--- config.mk ---
export PLATFORM = sky130hd
export DESIGN_NAME = tnn_feature_frontend
export DESIGN_NICKNAME = d
export VERILOG_FILES = /design/src/rtl/tnn_feature_frontend.sv
export SDC_FILE = /design/constraint.sdc
export NUM_CORES = 1
export LEC_CHECK = 0
export CAP_MARGIN = 20
export CORE_MARGIN = 2
export CORE_UTILIZATION = 40
export CTS_CLUSTER_DIAMETER = 120
export DETAILED_ROUTE_END_ITERATION = 10
export SLEW_MARGIN = 20
export SYNTH_ARGS = -nofsm -noshare
export SYNTH_HDL_FRONTEND = slang
export SYNTH_SLANG_ARGS = --single-unit
--- constraint.sdc ---
create_clock -name clk -period 2.2 [get_ports clk]
set_input_delay 0.44 -clock clk [delete_from_list [all_inputs] [get_ports clk]]
set_output_delay 0.44 -clock clk [all_outputs]
set_load 0.01 [all_outputs]
--- src/rtl/tnn_feature_frontend.sv ---
// tnn_feature_frontend
//   Collects five raw feature beats per sample frame and quantizes each one to
//   a 3-bit level. The five levels are presented to an external combinational
//   classifier core. After CLS_LAT cycles the core's decision is captured and
//   offered on a valid/ready result port. Malformed frames are dropped and
//   flagged with a one-cycle err_pulse.
//
// Ports
//   clk, rst_n               clock, synchronous active-low reset
//   s_valid/s_ready/s_data/s_last
//                            raw feature stream (one beat per transfer)
//   input_a..input_e         quantized features driven to the classifier
//   cgp_out                  classifier decision (combinational from input_a..e)
//   m_valid/m_ready/m_class  captured decision, valid/ready handshake
//   frame_cnt                completed-result counter, wraps at 16 bits
//   err_pulse                one-cycle pulse per dropped malformed frame
module tnn_feature_frontend #(
    parameter int FEAT_W  = 8,
    parameter int CLS_LAT = 1
) (
    input  logic              clk,
    input  logic              rst_n,
    input  logic              s_valid,
    output logic              s_ready,
    input  logic [FEAT_W-1:0] s_data,
    input  logic              s_last,
    output logic [2:0]        input_a,
    output logic [2:0]        input_b,
    output logic [2:0]        input_c,
    output logic [2:0]        input_d,
    output logic [2:0]        input_e,
    input  logic              cgp_out,
    output logic              m_valid,
    input  logic              m_ready,
    output logic              m_class,
    output logic [15:0]       frame_cnt,
    output logic              err_pulse
);

    typedef enum logic [1:0] {
        COLLECT = 2'd0,
        EVAL    = 2'd1,
        HOLD    = 2'd2,
        RESYNC  = 2'd3
    } state_t;

    // Rounding offset: half of one quantization step.
    localparam logic [FEAT_W:0] RND = {{FEAT_W{1'b0}}, 1'b1} << (FEAT_W - 4);

    state_t          state, state_nxt;
    logic [2:0]      idx;
    logic [3:0]      lat_cnt;
    logic [3:0][2:0] shadow;

    logic [FEAT_W:0] q_sum;
    logic [FEAT_W:0] q_shift;
    logic [2:0]      q;
    logic            xfer;
    logic            eval_done;
    logic            load_feat;
    logic            err_nxt;

    // Quantizer: sum kept one bit wider so the rounding add cannot overflow;
    // anything that lands above level 7 saturates.
    assign q_sum   = {1'b0, s_data} + RND;
    assign q_shift = q_sum >> (FEAT_W - 3);
    assign q       = (|q_shift[FEAT_W:3]) ? 3'd7 : q_shift[2:0];

    assign s_ready   = rst_n && ((state == COLLECT) || (state == RESYNC));
    assign m_valid   = (state == HOLD);
    assign xfer      = s_valid && s_ready;
    assign eval_done = (state == EVAL) && (lat_cnt == 4'(CLS_LAT - 1));

    always_comb begin
        state_nxt = state;
        load_feat = 1'b0;
        err_nxt   = 1'b0;
        case (state)
            COLLECT: begin
                if (xfer) begin
                    if (idx == 3'd4) begin
                        if (s_last) begin
                            load_feat = 1'b1;
                            state_nxt = EVAL;
                        end else begin
                            // Too many beats: drop and skip to the frame end.
                            err_nxt   = 1'b1;
                            state_nxt = RESYNC;
                        end
                    end else if (s_last) begin
                        err_nxt = 1'b1;
                    end
                end
            end
            EVAL: begin
                if (eval_done) state_nxt = HOLD;
            end
            HOLD: begin
                if (m_ready) state_nxt = COLLECT;
            end
            RESYNC: begin
                if (xfer && s_last) state_nxt = COLLECT;
            end
            default: state_nxt = COLLECT;
        endcase
    end

    always_ff @(posedge clk) begin
        if (!rst_n) begin
            state     <= COLLECT;
            idx       <= 3'd0;
            lat_cnt   <= 4'd0;
            shadow    <= '0;
            input_a   <= 3'd0;
            input_b   <= 3'd0;
            input_c   <= 3'd0;
            input_d   <= 3'd0;
            input_e   <= 3'd0;
            m_class   <= 1'b0;
            frame_cnt <= 16'd0;
            err_pulse <= 1'b0;
        end else begin
            state     <= state_nxt;
            err_pulse <= err_nxt;

            if ((state == COLLECT) && xfer) begin
                // Index restarts on any frame end, good or bad.
                idx <= ((idx == 3'd4) || s_last) ? 3'd0 : idx + 3'd1;
                if (idx != 3'd4) shadow[idx[1:0]] <= q;
            end

            // Fifth level bypasses the shadow so all five load on one edge.
            if (load_feat) begin
                input_a <= shadow[0];
                input_b <= shadow[1];
                input_c <= shadow[2];
                input_d <= shadow[3];
                input_e <= q;
            end

            lat_cnt <= (state == EVAL) ? lat_cnt + 4'd1 : 4'd0;

            if (eval_done) m_class <= cgp_out;

            if ((state == HOLD) && m_ready) frame_cnt <= frame_cnt + 16'd1;
        end
    end

endmodule

### After elaboration in Yosys (flattened, before gate mapping)

Cells that the tools add are included.

| storage, ports and cells | value |
|---|---|
| memory bits (read-only) | 0 |
| RAM bits | 0 |
| latch bits | 0 |
| bits in registers | 54 |
| input port bits | 14 |
| output and inout bits | 35 |
| memories kept | 0 |

| cells by class | value |
|---|---|
| $add $sub $neg | 4 |
| shifts and indexed selects | 0 |
| multiplexer cells | 18 |
| equal/unequal tests | 10 |
| div/mod/pow operators | 0 |
| reduce and logical (&&, ||, !) cells | 15 |
| multipliers | 0 |
| bitwise operators | 0 |
| order comparisons | 2 |

Operators with widths:

| operator | number |
|---|---|
| adder 16 x 1 -> 16 bit, second input constant | 1 |
| bitwise mux 12 bit | 1 |
| two-way mux 2 bit | 6 |
| adder 8 x 5 -> 9 bit, second input constant | 1 |
| two-way mux 3 bit | 3 |
| case mux 2 bit (4 select lines) | 1 |
| logical AND 1 bit | 7 |
| demux 3 bit (select 2 bit) | 1 |
| two-way mux 1 bit | 6 |
| inequality test 2 bit, second input constant | 3 |
| AND reduction 5 bit | 1 |
| adder 4 x 1 -> 4 bit, second input constant | 1 |
| equality test 2 bit, second input constant | 2 |
| logical NOT 4 bit | 1 |
| inequality test 2 x 1 -> 1 bit, second input constant | 2 |
| AND reduction 2 bit | 2 |
| adder 3 x 1 -> 3 bit, second input constant | 1 |
| equality test 3 bit, second input constant | 1 |
| less-than comparator 2 x 3 -> 1 bit, second input constant | 1 |
| inequality test 3 bit, second input constant | 1 |
| AND reduction 3 bit | 1 |
| equality test 2 x 1 -> 1 bit, second input constant | 1 |
| >= comparator 2 x 1 -> 1 bit, second input constant | 1 |
| logical NOT 2 bit | 1 |
| logical OR 1 bit | 2 |

### Depth between registers and ports, before layout

| logic depth | value |
|---|---|
| depth after elaboration | 7 |
| mapped depth | 10 |
| mapped depth without buffers | 8 |

### Worst setup path before layout

No wires, ideal clock.

| path | value |
|---|---|
| path kind | reg-to-reg |
| start | reg state[0] |
| end | reg input_e[0] |
| data arrival time | 1669 ps |
| buffers on the path | 3 |
| clock period less this slack | 1785 ps |
| cell stages (with the launch flop) | 10 |
| slack | 415 ps |
| setup time | 116 ps |
| data required time | 2084 ps |
| path through | dfxtp_1 inv_1 ha_1 and4b_1 buf_2 and2_1 buf_2 buf_4 nand2_1 o211a_1 |

| on the way | value |
|---|---|
| longest elaborated chain between the ends | 6 |
| elaborated cells on any way between the ends | 7 |
| those cells by class | eq/ne (1); mux (2); reduce/logical (4) |

Ends and longest elaborated chain:

| item | RTL line | text |
|---|---|---|
| start, declared | 50 | `state_t state, state_nxt;` |
| start signal, assigned | 123 | `state <= state_nxt;` |
| equality test 2 bit / logical NOT 2 bit (equally long branches) | 69, 78 |  |
| logical OR 1 bit | 69 | `assign s_ready = rst_n && ((state == COLLECT) \|\| (state == RESYNC));` |
| logical AND 1 bit | 69 |  |
| logical AND 1 bit | 71 | `assign xfer = s_valid && s_ready;` |
| two-way mux 1 bit | 80 | `if (xfer) begin` |
| two-way mux 1 bit * | 78 | `case (state)` |
| end signal, assigned | 138 | `input_e <= q;` |
| end, declared | 31 | `output logic [2:0] input_e,` |

Mark *: on every way between the ends. The rest lies on a longest branch, timed or not.
A chain may end at the register's enable or synchronous reset.

### Worst setup path after layout

| path | value |
|---|---|
| start | reg state[0] |
| end | out m_valid |

| on the way | value |
|---|---|
| longest elaborated chain between the ends | 1 |

Ends and longest elaborated chain:

| item | RTL line | text |
|---|---|---|
| equality test 2 bit | 70 | `assign m_valid = (state == HOLD);` |
| end, declared | 33 | `output logic m_valid,` |

Every way passes these cells.

==> flow_summary.json <==
{
  "status": "finished clean",
  "dpl.hpwl_mm": 3.51,
  "holdCritPathClass": "flip-flop to flip-flop",
  "grt_antenna_before_repair": 0,
  "worst_pin_slew_ns": 0.343,
  "grt_usage_pct": 14.8,
  "clock_latency_ns": 0.30,
  "htree_levels": 2,
  "yosysMostFrequentCell": "dfxtp_1",
  "grt_pass1_wl_mm": 8.54,
  "synthFlopType": "dfxtp_1",
  "antenna_cells": 0,
  "grt_pass1_vias": 1856,
  "endpoint_kind": "output pin",
  "comb_power_share_pct": 6.2,
  "syn-instance-count": 272,
  "finalCriticalPeriod_ns": 2.04,
  "drv_cap": 0,
  "wl_per_cell_microns": 12.3,
  "p_per_area_nw_per_um2": 524,
  "fin_crit_sh_pct": 92.5,
  "cp_top_family": "buffers and inverters",
  "die-area_sq_um": 6900,
  "yosysWarnings": 0,
  "slowest_delay_ns": 0.57,
  "placed_cell_area_sq_um": 3070,
  "grt_max_degree": 33,
  "core_area_sq_um": 5990,
  "clkPwrFrac_pct": 34.2,
  "synthToLayoutAreaGrowth_pct": 26.4,
  "cp_slowest_cell": "clkdlybuf4s50_1",
  "fill_cells": 565,
  "drc_errors": 0,
  "post-route-util_pct": 52.8,
  "netlist_area_sq_um": 2500,
  "ys_types": 40,
  "crit_chain": "inv_1 > ha_1 > clkdlybuf4s50_1",
  "synth.top_cell.area_share_pct": 43.2,
  "boundaryPins": 49,
  "cts_buffer_depth": 2,
  "crit_arrival_ns": 1.60,
  "async_reset_ff_share_pct": 0,
  "clk_pin_slew_worst_paths_ns": 0.09,
  "dr.pass1.iters": 4,
  "gr-total-overflow": 0,
  "start_util_pct": 41.7,
  "power_switching_mw": 0.365,
  "cts_tree": "done",
  "final-max-slew-violation-count": 0,
  "fmax_mhz": 491,
  "power_leakage_nw": 1.25,
  "post_cts_buffers": 0,
  "fin_area_sq_um": 3160,
  "port_buffers": 44,
  "pwr-share-seq_pct": 59.6,
  "path_buf_inv": 2,
  "synth_common_cells": "dfxtp_1 (54), nand2_1 (48), a21boi_0 (18)",
  "syn_nets": 300,
  "drt_wl_total_mm": 4.86,
  "routed-via-count": 1927,
  "ys_seq_area_share_pct": 43.2,
  "die_h_microns": 83.1,
  "rows": 28,
  "drive_gt1_share_pct": 7.45,
  "slew_headroom_pct": 77.0,
  "finalWeightedCongestion": 0.744,
  "setup_viol": 0,
  "multi_input_area_sq_um": 1320,
  "vdd_drop_max_mv": 0.338,
  "cp-start-kind": "flip-flop",
  "die_x_microns": 83.1,
  "synth_top_area_cell": "dfxtp_1",
  "hold_ws_ns": 0.465,
  "seq_area_sq_um": 1080,
  "cts_num_sinks": 54,
  "path_max_fanout": 7,
  "finalHoldViolCount": 0,
  "r2r_slack_ns": 0.38,
  "rsz0062_at_grt": "false",
  "cts-hold-fix-buffers": 0,
  "swShare_pct": 22.0,
  "nets": 349,
  "cts-root-buf": "clkbuf_8",
  "p_int_mw": 1.29,
  "ant_nets": 0,
  "drt_iter0_markers": 60,
  "synth-edff-count": 0,
  "worstPathRequired_ns": 1.76,
  "skew_ns": 0.00244,
  "cts_made_buffers": 5,
  "synth_area_per_cell_sq_um": 9.19,
  "setup_tns_ns": 0,
  "synth.ff_latch_count": 54,
  "path_class": "flip-flop to output pin",
  "vias_per_cell": 4.85,
  "synthTopCellsByArea": "dfxtp_1 (43%), nand2_1 (7.2%), ha_1 (7.0%)"
}
layout by cell type, fill, tap and decap left out, types with 2 or more instances in the layout:
master	Yosys	routed
nand3_1	8	8
or3_1	3	3
xor2_1	3	3
mux2i_1	11	11
nand2b_1	2	2
and3_1	7	7
and2_1	13	13
xnor2_1	8	8
o21ai_0	5	5
nand4_1	4	4
clkbuf_8	0	6
inv_1	10	10
and4_4	2	2
nor2_1	7	7
clkdlybuf4s50_1	0	43
a31oi_1	2	2
nand2_1	48	48
a21boi_1	2	2
ha_1	14	14
dfxtp_1	54	53
a21oi_1	2	2
nor2b_1	14	14
a21boi_0	18	18
buf_4	1	10
nand4b_1	2	2
o211a_1	6	6
layout make-up:
| cell class | count | area share (%) |
|---|---|---|
| clock inverters | 1 | 0.158 |
| multi-input cells | 195 | 41.8 |
| clock buffers | 7 | 2.73 |
| repair buffers | 55 | 16.9 |
| inverters | 10 | 1.19 |
| flip-flops and latches | 54 | 34.2 |
| well taps | 75 | 2.97 |
power by group through the flow:
stage	Sequential (mW)	Combinational [mW]	Clock, mW
after floorplan	1.01	0.0523	0
after global placement	1.01	0.104	0
after detailed placement	1.01	0.104	0
after CTS	0.987	0.104	0.593
after global routing	0.988	0.115	0.622
final	0.987	0.103	0.566
layer usage:
layer	global-route usage (%)	vias to the layer above	routed length (microns)
met5	0	-	0
met4	4.47	0	69
li1	-	1023	-
met3	3.78	4	155
met2	23.9	23	2180
met1	19.4	877	2460
worst min-delay path, cell delays in order, from the launching register on:
cell,delay [ns]
dfxtp_1,0.32
nand2_1,0.04
a21boi_0,0.06
final timing paths:
kind,start,endpoint,cells past startpoint
hold / removal,input_d[0],input_d[0],2
setup reg to reg,state[0],shadow[4],6
setup / recovery,state[0],m_valid,3
hold reg to reg,input_d[0],input_d[0],2
repair_timing:
item                                    CTS  global route
endpoints found under the setup margin    1             0
endpoints found under the hold margin     0             0
gates resized for setup                   2             0
kinds of logic after synthesis:
family,Yosys count,synth area share (%)
AOI/OAI and AO/OA,42,12.8
xor gates and xnor gates,11,3.85
adders and majority gates,14,7.01
buffers and inverters,23,3.90
DFF,54,43.2
muxes,11,4.40
and+or+nand+nor,117,24.8
flip-flops by register name, summed over array words and instances (netlist names):
name / flops
state: 2
input_e: 3
m_class: 1
frame_cnt: 16
input_d: 3
lat_cnt: 4
shadow: 12
input_a: 3
input_b: 3
idx: 3
err_pulse: 1
input_c: 3
per-stage QoR:
stage | setup WS [ns] | instances | power (mW)
6_report | 0.165 | 397 | 1.66
5_1_grt | 0.0779 | 397 | 1.72
4_1_cts | 0.138 | 397 | 1.68
3_5_place_dp | 0.0235 | 389 | 1.11
3_3_place_gp | 0.0579 | 389 | 1.11
2_1_floorplan | 0.415 | 272 | 1.06
No activity file was read; power rests on OpenSTA's default activity.
